--- config.mk ---
export PLATFORM = sky130hd
export DESIGN_NAME = pe_dot_seq_flat
export DESIGN_NICKNAME = d
export VERILOG_FILES = /design/src/rtl/pe_dot_seq_if.sv /design/src/rtl/pe_dot_seq.sv /design/src/flat_wrapper.sv
export SDC_FILE = /design/constraint.sdc
export NUM_CORES = 2
export LEC_CHECK = 0
export ABC_AREA = 1
export BUFFER_PORTS_ARGS = -buffer_cell sky130_fd_sc_hd__buf_4
export CELL_PAD_IN_SITES_DETAIL_PLACEMENT = 2
export CELL_PAD_IN_SITES_GLOBAL_PLACEMENT = 2
export CORE_MARGIN = 3
export CORE_UTILIZATION = 39
export DETAILED_ROUTE_END_ITERATION = 6
export PLACE_DENSITY = 0.86
export SLEW_MARGIN = 20
export SYNTH_ARGS = -nofsm -noshare
export SYNTH_HDL_FRONTEND = slang
export SYNTH_SLANG_ARGS = --single-unit
--- constraint.sdc ---
create_clock -name aclk -period 7.9 [get_ports aclk]
set_input_delay 0.395 -clock aclk [delete_from_list [all_inputs] [get_ports aclk]]
set_output_delay 0.395 -clock aclk [all_outputs]
set_load 0.05 [all_outputs]
--- src/rtl/pe_dot_seq_if.sv ---
`default_nettype none
// ============================================================================
//  Module   : pe_dot_seq_if
//  Purpose  : Single-port BRAM bus used by pe_dot_seq. The engine drives
//             address, write data, byte enables, enable and the BRAM clock.
//             The memory returns read data RD_LATENCY cycles after the address.
//  Ports    : BRAM_ADDR   - 32-bit word address
//             BRAM_WRDATA - write data
//             BRAM_WE     - byte enables (all-ones on write cycles)
//             BRAM_EN     - high on read-issue and write cycles
//             BRAM_CLK    - copy of the engine clock
//             BRAM_RDDATA - read data from memory
//  Modports : master (engine side), slave (memory side)
//  Revision : 1.0 - initial release
// ============================================================================
interface pe_dot_seq_if #(
    parameter int DATA_WIDTH = 32
);
    logic [31:0]             BRAM_ADDR;
    logic [DATA_WIDTH-1:0]   BRAM_WRDATA;
    logic [DATA_WIDTH/8-1:0] BRAM_WE;
    logic                    BRAM_EN;
    logic                    BRAM_CLK;
    logic [DATA_WIDTH-1:0]   BRAM_RDDATA;

    modport master (
        output BRAM_ADDR,
        output BRAM_WRDATA,
        output BRAM_WE,
        output BRAM_EN,
        output BRAM_CLK,
        input  BRAM_RDDATA
    );

    modport slave (
        input  BRAM_ADDR,
        input  BRAM_WRDATA,
        input  BRAM_WE,
        input  BRAM_EN,
        input  BRAM_CLK,
        output BRAM_RDDATA
    );
endinterface
`default_nettype wire

--- src/rtl/pe_dot_seq.sv ---
`default_nettype none
// ============================================================================
//  Module   : pe_dot_seq
//  Purpose  : BRAM-attached fixed-point matrix-vector engine. On start it
//             reads one vector and num_rows matrix rows (stored contiguously
//             after the vector at src_base), forms one signed dot product per
//             row and writes each result, shifted right by FRAC_BITS, to
//             dst_base + row.
//  Ports    : aclk      - clock
//             areset    - synchronous active-high reset
//             start     - one-cycle request, sampled only when idle
//             src_base  - word address of the vector
//             dst_base  - word address of result 0
//             num_rows  - number of rows (0 allowed)
//             busy      - high from the cycle after start through done
//             done      - one-cycle completion pulse
//             bram      - BRAM bus (pe_dot_seq_if master)
//  Options  : PE_DOT_SAT_EN - when defined, results are clamped to the
//             DATA_WIDTH signed range; otherwise the low bits are written.
//  Revision : 1.0 - initial release
// ============================================================================
module pe_dot_seq #(
    parameter int DATA_WIDTH      = 32,
    parameter int VECTOR_SIZE     = 64,
    parameter int FRAC_BITS       = 16,
    parameter int BRAM_ADDR_WIDTH = 15,
    parameter int RD_LATENCY      = 2
) (
    input  wire logic                       aclk,
    input  wire logic                       areset,
    input  wire logic                       start,
    input  wire logic [BRAM_ADDR_WIDTH-1:0] src_base,
    input  wire logic [BRAM_ADDR_WIDTH-1:0] dst_base,
    input  wire logic [15:0]                num_rows,
    output logic                            busy,
    output logic                            done,
    pe_dot_seq_if.master                    bram
);

    localparam int c_ACC_W = 2*DATA_WIDTH + $clog2(VECTOR_SIZE);
    localparam int c_CNT_W = $clog2(VECTOR_SIZE + RD_LATENCY) + 1;
    localparam int c_IDX_W = $clog2(VECTOR_SIZE);
    localparam int c_EXT_W = c_ACC_W - 2*DATA_WIDTH;

    localparam logic [c_CNT_W-1:0]         c_PHASE_LAST = c_CNT_W'(VECTOR_SIZE + RD_LATENCY - 1);
    localparam logic [c_CNT_W-1:0]         c_V_CNT      = c_CNT_W'(VECTOR_SIZE);
    localparam logic [BRAM_ADDR_WIDTH-1:0] c_V_ADDR     = BRAM_ADDR_WIDTH'(VECTOR_SIZE);

    typedef enum logic [2:0] {
        S_IDLE   = 3'd0,
        S_LOAD_V = 3'd1,
        S_ROW    = 3'd2,
        S_WRITE  = 3'd3,
        S_DONE   = 3'd4
    } state_t;

    state_t r_state;
    state_t w_state_next;

    // r_src tracks the base of the block currently being read (vector, then
    // each row in turn); r_dst is the next result address.
    logic [BRAM_ADDR_WIDTH-1:0] r_src;
    logic [BRAM_ADDR_WIDTH-1:0] r_dst;
    logic [15:0]                r_rows_left;
    logic [c_CNT_W-1:0]         r_cnt;
    logic [c_IDX_W-1:0]         r_idx;
    // r_vld[j] is set when a read was issued j cycles ago.
    logic [RD_LATENCY:1]        r_vld;
    logic [DATA_WIDTH-1:0]      r_vbuf [VECTOR_SIZE];
    logic signed [c_ACC_W-1:0]  r_acc;

    logic                          w_phase_rd;
    logic                          w_issue;
    logic                          w_phase_end;
    logic                          w_rd_valid;
    logic [BRAM_ADDR_WIDTH-1:0]    w_rd_addr;
    logic [2*DATA_WIDTH-1:0]       w_opa;
    logic [2*DATA_WIDTH-1:0]       w_opb;
    logic [2*DATA_WIDTH-1:0]       w_prod;
    logic signed [c_ACC_W-1:0]     w_prod_ext;
    logic signed [c_ACC_W-1:0]     w_shifted;
    logic [DATA_WIDTH-1:0]         w_result;
    logic                          w_busy;
    logic                          w_done;
    logic                          w_en;
    logic                          w_we;
    logic [BRAM_ADDR_WIDTH-1:0]    w_addr;

    // ------------------------------------------------------------------
    // Read pipeline bookkeeping
    // ------------------------------------------------------------------
    assign w_phase_rd  = (r_state == S_LOAD_V) || (r_state == S_ROW);
    assign w_issue     = w_phase_rd && (r_cnt < c_V_CNT);
    assign w_phase_end = w_phase_rd && (r_cnt == c_PHASE_LAST);
    assign w_rd_valid  = r_vld[RD_LATENCY];
    assign w_rd_addr   = r_src + BRAM_ADDR_WIDTH'(r_cnt);

    // ------------------------------------------------------------------
    // Signed full-precision product. Operands are sign-extended to the
    // product width so the low 2*DATA_WIDTH bits are the exact result.
    // ------------------------------------------------------------------
    assign w_opa      = {{DATA_WIDTH{bram.BRAM_RDDATA[DATA_WIDTH-1]}}, bram.BRAM_RDDATA};
    assign w_opb      = {{DATA_WIDTH{r_vbuf[r_idx][DATA_WIDTH-1]}}, r_vbuf[r_idx]};
    assign w_prod     = w_opa * w_opb;
    assign w_prod_ext = {{c_EXT_W{w_prod[2*DATA_WIDTH-1]}}, w_prod};

    // Arithmetic shift rounds toward minus infinity.
    assign w_shifted = r_acc >>> FRAC_BITS;

`ifdef PE_DOT_SAT_EN
    localparam logic signed [c_ACC_W-1:0] c_SAT_MAX =
        {{(c_ACC_W-DATA_WIDTH+1){1'b0}}, {(DATA_WIDTH-1){1'b1}}};
    localparam logic signed [c_ACC_W-1:0] c_SAT_MIN =
        {{(c_ACC_W-DATA_WIDTH+1){1'b1}}, {(DATA_WIDTH-1){1'b0}}};

    always_comb begin
        w_result = w_shifted[DATA_WIDTH-1:0];
        if (w_shifted > c_SAT_MAX) begin
            w_result = c_SAT_MAX[DATA_WIDTH-1:0];
        end else if (w_shifted < c_SAT_MIN) begin
            w_result = c_SAT_MIN[DATA_WIDTH-1:0];
        end
    end
`else
    assign w_result = w_shifted[DATA_WIDTH-1:0];
`endif

    // ------------------------------------------------------------------
    // FSM state register and control registers
    // ------------------------------------------------------------------
    always_ff @(posedge aclk) begin
        if (areset) begin
            r_state     <= S_IDLE;
            r_src       <= '0;
            r_dst       <= '0;
            r_rows_left <= '0;
            r_cnt       <= '0;
            r_idx       <= '0;
            r_vld       <= '0;
        end else begin
            r_state <= w_state_next;

            r_vld[1] <= w_issue;
            for (int j = 2; j <= RD_LATENCY; j++) begin
                r_vld[j] <= r_vld[j-1];
            end

            if (w_phase_end) begin
                r_cnt <= '0;
            end else if (w_phase_rd) begin
                r_cnt <= r_cnt + c_CNT_W'(1);
            end

            if (w_phase_end) begin
                r_idx <= '0;
            end else if (w_rd_valid) begin
                r_idx <= r_idx + c_IDX_W'(1);
            end

            case (r_state)
                S_IDLE: begin
                    if (start) begin
                        r_src       <= src_base;
                        r_dst       <= dst_base;
                        r_rows_left <= num_rows;
                    end
                end
                S_LOAD_V, S_ROW: begin
                    // Advance to the next contiguous block of V words.
                    if (w_phase_end) begin
                        r_src <= r_src + c_V_ADDR;
                    end
                end
                S_WRITE: begin
                    r_dst       <= r_dst + BRAM_ADDR_WIDTH'(1);
                    r_rows_left <= r_rows_left - 16'd1;
                end
                default: begin
                end
            endcase
        end
    end

    // Vector buffer and accumulator carry no reset; their contents are
    // always rewritten before use.
    always_ff @(posedge aclk) begin
        if ((r_state == S_LOAD_V) && w_rd_valid) begin
            r_vbuf[r_idx] <= bram.BRAM_RDDATA;
        end
        if (((r_state == S_LOAD_V) && w_phase_end) || (r_state == S_WRITE)) begin
            r_acc <= '0;
        end else if ((r_state == S_ROW) && w_rd_valid) begin
            r_acc <= r_acc + w_prod_ext;
        end
    end

    // ------------------------------------------------------------------
    // Next-state and output decode
    // ------------------------------------------------------------------
    always_comb begin
        w_state_next = r_state;
        w_busy       = 1'b0;
        w_done       = 1'b0;
        w_en         = 1'b0;
        w_we         = 1'b0;
        w_addr       = '0;

        case (r_state)
            S_IDLE: begin
                if (start) begin
                    w_state_next = (num_rows == 16'd0) ? S_DONE : S_LOAD_V;
                end
            end
            S_LOAD_V: begin
                w_busy = 1'b1;
                if (w_phase_end) begin
                    w_state_next = S_ROW;
                end
            end
            S_ROW: begin
                w_busy = 1'b1;
                if (w_phase_end) begin
                    w_state_next = S_WRITE;
                end
            end
            S_WRITE: begin
                w_busy       = 1'b1;
                w_en         = 1'b1;
                w_we         = 1'b1;
                w_addr       = r_dst;
                w_state_next = (r_rows_left == 16'd1) ? S_DONE : S_ROW;
            end
            S_DONE: begin
                w_busy       = 1'b1;
                w_done       = 1'b1;
                w_state_next = S_IDLE;
            end
            default: begin
                w_state_next = S_IDLE;
            end
        endcase

        if (w_issue) begin
            w_en   = 1'b1;
            w_addr = w_rd_addr;
        end
    end

    assign busy             = w_busy;
    assign done             = w_done;
    assign bram.BRAM_CLK    = aclk;
    assign bram.BRAM_EN     = w_en;
    assign bram.BRAM_WE     = w_we ? '1 : '0;
    assign bram.BRAM_ADDR   = 32'(w_addr);
    assign bram.BRAM_WRDATA = w_we ? w_result : '0;

endmodule
`default_nettype wire
--- src/flat_wrapper.sv ---
// flat-port wrapper written by rule: the top's interface ports become plain ports
module pe_dot_seq_flat 
#(
    parameter int DATA_WIDTH      = 32,
    parameter int VECTOR_SIZE     = 64,
    parameter int FRAC_BITS       = 16,
    parameter int BRAM_ADDR_WIDTH = 15,
    parameter int RD_LATENCY      = 2
)
  (aclk, areset, start, src_base, dst_base, num_rows, busy, done, bram_BRAM_ADDR, bram_BRAM_WRDATA, bram_BRAM_WE, bram_BRAM_EN, bram_BRAM_CLK, bram_BRAM_RDDATA);
  pe_dot_seq_if #(.DATA_WIDTH(DATA_WIDTH)) bram_i ();
  input  wire logic aclk;
  input  wire logic areset;
  input  wire logic start;
  input  wire logic [BRAM_ADDR_WIDTH-1:0] src_base;
  input  wire logic [BRAM_ADDR_WIDTH-1:0] dst_base;
  input  wire logic [15:0] num_rows;
  output logic busy;
  output logic done;
  output wire logic [$bits(bram_i.BRAM_ADDR)-1:0] bram_BRAM_ADDR;
  output wire logic [$bits(bram_i.BRAM_WRDATA)-1:0] bram_BRAM_WRDATA;
  output wire logic [$bits(bram_i.BRAM_WE)-1:0] bram_BRAM_WE;
  output wire logic [$bits(bram_i.BRAM_EN)-1:0] bram_BRAM_EN;
  output wire logic [$bits(bram_i.BRAM_CLK)-1:0] bram_BRAM_CLK;
  input wire logic [$bits(bram_i.BRAM_RDDATA)-1:0] bram_BRAM_RDDATA;
  assign bram_BRAM_ADDR = bram_i.BRAM_ADDR;
  assign bram_BRAM_WRDATA = bram_i.BRAM_WRDATA;
  assign bram_BRAM_WE = bram_i.BRAM_WE;
  assign bram_BRAM_EN = bram_i.BRAM_EN;
  assign bram_BRAM_CLK = bram_i.BRAM_CLK;
  assign bram_i.BRAM_RDDATA = bram_BRAM_RDDATA;
  pe_dot_seq #(.DATA_WIDTH(DATA_WIDTH), .VECTOR_SIZE(VECTOR_SIZE), .FRAC_BITS(FRAC_BITS), .BRAM_ADDR_WIDTH(BRAM_ADDR_WIDTH), .RD_LATENCY(RD_LATENCY)) u_core (.aclk(aclk), .areset(areset), .start(start), .src_base(src_base), .dst_base(dst_base), .num_rows(num_rows), .busy(busy), .done(done), .bram(bram_i));
endmodule
==> impl_metrics.env, run 1 <==
export IMPL_status="did not finish"
export IMPL_stop_stage="global routing"
export IMPL_stop_error="[ERROR GRT-0232] Routing congestion too high. Check the congestion heatmap in the GUI."
export IMPL_grt_usage_pct=68.2
export IMPL_grt_max_degree=78
export IMPL_synth_edf_count=2048
export IMPL_start_util_pct=39.3
export IMPL_synth_common_cells="2048 x edfxtp_1, 1728 x nand2_1, 1339 x nor2_1, 1269 x inv_1, 905 x fa_1"
export IMPL_gp_congestion=0.958
export IMPL_grt_overflow=72
export IMPL_fp_dieH_um=557
export IMPL_yosysTopAreaCell="edfxtp_1"
export IMPL_netlist_instances=10900
export IMPL_die_x_um=557
export IMPL_ys_seq_elements=2167
export IMPL_preCtsSetupSlack_ns=-2.47
export IMPL_async_flop_share_pct=0
export IMPL_synth_distinct_cells=54
export IMPL_ys_top_cells_by_area="edfxtp_1 52%, fa_1 15%, nand2_1 5.5%"
export IMPL_dpl_instance_area_um2=131000
export IMPL_ios=153
export IMPL_dpl_hpwl_um=384000
export IMPL_synth_avg_cell_area_um2=10.9
export IMPL_netlist_area_um2=118000
export IMPL_worst_endpoint="u_core.r_acc[45]$_SDFFE_PP0P_/D"
export IMPL_synth_flop_cell="edfxtp_1"
export IMPL_yosysWarnings=0
export IMPL_antenna_found_initial=150
export IMPL_synth_top_area_share_pct=52.0
export IMPL_worst_ep_kind="sequential cell input"
export IMPL_numPortBuffers=135
export IMPL_yosys_cell_count_top_type="edfxtp_1"
export IMPL_placementRows=201
export IMPL_ys_seq_area_share_pct=54.0
-- per-layer routing --
layer  global-route usage, %  overflow
met1                    65.3         2
met2                    81.0         9
met3                    58.8        20
met4                    68.4        36
met5                    45.1         5
-- per-stage QoR --
stage / hold slack (ns) / instances
4_1_cts: 0.00227 / 16000
2_1_floorplan: 0.388 / 10900
3_5_place_dp: 0.423 / 15400
3_3_place_gp: 0.399 / 15400
-- cells by family after synthesis --
group	after synthesis	share of synthesized area, %
AO/OA/AOI/OAI	1518	7.05
XOR/XNOR	66	0.500
adder cells (fa/ha/maj)	1104	17.4
buffers and inverters	1961	7.05
flip-flops	2167	54.0
other	1	0.00317
AND/OR/NAND/NOR	4046	14.0
-- what timing repair did --
item,CTS
hold buffers,80
endpoints found under the setup margin,39
resized for setup,619
hold endpoints to repair,150
pin swaps,180
setup buffers,89
gates cloned,33
==> run 2: changes to the inputs <==
CELL_PAD_IN_SITES_DETAIL_PLACEMENT = default   (was 2)
CELL_PAD_IN_SITES_GLOBAL_PLACEMENT = default   (was 2)
CORE_UTILIZATION = 40   (was 39)
PLACE_DENSITY = default   (was 0.86)
PLACE_DENSITY_LB_ADDON = 0.15   (was default)
clock period = 10.3 ns   (was 7.9 ns; I/O delays follow)
==> impl_metrics.env, run 2 <==
export IMPL_critPathCaptureType="flip-flop"
export IMPL_async_flop_share_pct=0
export IMPL_startpoint_type="flip-flop"
export IMPL_antenna_found_initial=22
export IMPL_netlist_instances=10900
export IMPL_crit_fanout=57
export IMPL_synth_distinct_cells=54
export IMPL_post_drt_wl_per_cell_um=26.6
export IMPL_fp_dieH_um=550
export IMPL_drtIter0Drc=9492
export IMPL_post_cts_buffers=0
export IMPL_arrival_ns=10.85
export IMPL_clkTransAtPathRegs_ns=0.06
export IMPL_critical_path_slowest_cell="fa_1"
export IMPL_clock_skew_ns=0.0729
export IMPL_ios=153
export IMPL_hold_violations=0
export IMPL_grt_usage_pct=26.6
export IMPL_gp_congestion=0.942
export IMPL_drtPass1Iterations=6
export IMPL_fillers=27000
export IMPL_dpl_hpwl_um=262000
export IMPL_final_common_cell="edfxtp_1"
export IMPL_largest_register="u_core.r_vbuf"
export IMPL_synth_common_cells="2048 x edfxtp_1, 1728 x nand2_1, 1339 x nor2_1, 1269 x inv_1, 905 x fa_1"
export IMPL_core_um2=293000
export IMPL_drive_gt1_share_pct=9.15
export IMPL_hold_start="bram_BRAM_RDDATA[6]"
export IMPL_grt_max_degree=104
export IMPL_slew_headroom_pct=23.6
export IMPL_yosysTopAreaCell="edfxtp_1"
export IMPL_status="finished, final reports clean"
export IMPL_placementRows=198
export IMPL_yosysWarnings=0
export IMPL_slowest_delay_ns=0.59
export IMPL_grt_pass1_vias=83900
export IMPL_wirelength_um=405000
export IMPL_report_final_slew_viol_count=0
export IMPL_period_share_pct=96.8
export IMPL_via_count=84000
export IMPL_yosys_cell_count_top_type="edfxtp_1"
export IMPL_die_area_um2=302000
export IMPL_grt_overflow=0
export IMPL_worstSetupPathType="flip-flop to flip-flop"
export IMPL_final_seq_area_um2=63900
export IMPL_die_x_um=550
export IMPL_num_nets_final=12300
export IMPL_ys_seq_area_share_pct=54.0
export IMPL_grt_pass1_wl_um=586000
export IMPL_synth_avg_cell_area_um2=10.9
export IMPL_fin_crit_ns=9.98
export IMPL_final_util_pct=45.7
export IMPL_drtAntennaViolNets=0
export IMPL_multi_input_area_um2=46600
export IMPL_synth_top_area_share_pct=52.0
export IMPL_netlist_area_um2=118000
export IMPL_layout_common_cells="2048 x edfxtp_1, 1726 x nand2_1, 1273 x nor2_1, 1266 x inv_1, 905 x fa_1"
export IMPL_ff2ff_setup_slack_ns=0.32
export IMPL_cp_required_ns=11.17
export IMPL_fin_setup_tns_ns=0
export IMPL_setup_viol=0
export IMPL_maxCapViolCount=0
export IMPL_ys_seq_elements=2167
export IMPL_largest_register_ff_count=2048
export IMPL_crit_top_cell="fa_1"
export IMPL_area_growth_pct=13.1
export IMPL_clock_latency_ns=1.06
export IMPL_hold_class="primary input to flip-flop"
export IMPL_largestRegisters="u_core.r_vbuf: 2048 flops, u_core.r_acc: 48 flops, u_core.r_rows_left: 16 flops"
export IMPL_numPortBuffers=135
export IMPL_ys_top_cells_by_area="edfxtp_1 52%, fa_1 15%, nand2_1 5.5%"
export IMPL_start_util_pct=40.4
export IMPL_synth_flop_cell="edfxtp_1"
export IMPL_rsz0062_at_grt="true"
export IMPL_worst_slew_pin_slew_ns=1.15
export IMPL_via_per_inst=5.51
export IMPL_fmax_ghz=0.100
export IMPL_cts_tree="yes"
export IMPL_synth_edf_count=2048
export IMPL_drc=0
-- run 2: cell counts after synthesis --
No cell type changed its count.
-- run 2: cell type report --
type / count / share of cell area [%]
clock inverter: 126 / 0.853
tap: 3900 / 3.65
timing repair buffer: 670 / 4.51
inverter: 1309 / 3.70
sequential: 2167 / 47.8
antenna: 8 / 0.0150
clock buffer: 304 / 4.65
multi-input combinational: 6751 / 34.9
-- run 2: stage by stage --
| stage | instances | worst slack, ns | instance area (µm²) | hold slack, ns |
|---|---|---|---|---|
| after global routing | 15200 | -0.0354 | 134000 | 0.0352 |
| after detailed placement | 14700 | 0.332 | 126000 | 0.469 |
| final | 15200 | 0.325 | 134000 | 0.0767 |
| after global placement | 14700 | 0.317 | 126000 | 0.455 |
| after floorplan | 10900 | 1.81 | 118000 | 0.388 |
| after CTS | 15200 | 0.256 | 134000 | 0.00465 |
-- run 2: kinds of logic (layout without fill, tap and decap cells) --
family	count (synthesis)	count (layout)	synth area share, %
AO/OA/AOI/OAI	1518	1518	7.05
XOR/XNOR	66	66	0.500
adder cells (fa/ha/maj)	1104	1104	17.4
buffers and inverters	1961	2409	7.05
flip-flops	2167	2167	54.0
other	1	25	0.00317
AND/OR/NAND/NOR	4046	4046	14.0
-- run 2: final timing paths --
check | end | cells after the start
max | u_core.r_acc[47]$_SDFFE_PP0P_ | 37
min | u_core.r_vbuf[21][6]$_DFFE_PP_ | 1
max reg2reg | u_core.r_acc[47]$_SDFFE_PP0P_ | 37
min reg2reg | u_core.r_acc[37]$_SDFFE_PP0P_ | 2
-- run 2: repair_timing --
action / in CTS / in global routing
gates resized for setup: 0 / 16
endpoints found under the setup margin: 0 / 11
endpoints found under the hold margin: 178 / 0
hold buffers: 78 / 0
-- run 2: critical path, delay by kind of cell (launching register included) --
family	cells	cell delay (ns)
AND/OR/NAND/NOR	13	2.46
buffers and inverters	9	1.28
XOR/XNOR	1	0.15
flip-flops	1	0.42
adder cells (fa/ha/maj)	9	4.41
AO/OA/AOI/OAI	5	0.97
-- run 2: metal layers --
| metal | vias up | wire, µm | global-route usage [%] |
|---|---|---|---|
| met3 | 664 | 34500 | 4.83 |
| li1 | 36800 | - | - |
| met2 | 3732 | 183000 | 41.4 |
| met4 | 2 | 18000 | 10.8 |
| met5 | - | 13 | 0 |
| met1 | 42800 | 170000 | 36.9 |
Power of run 2 is left out: the tool's default activity adds up to more than one toggle a clock period on the data nets, which glitch-free logic cannot reach.
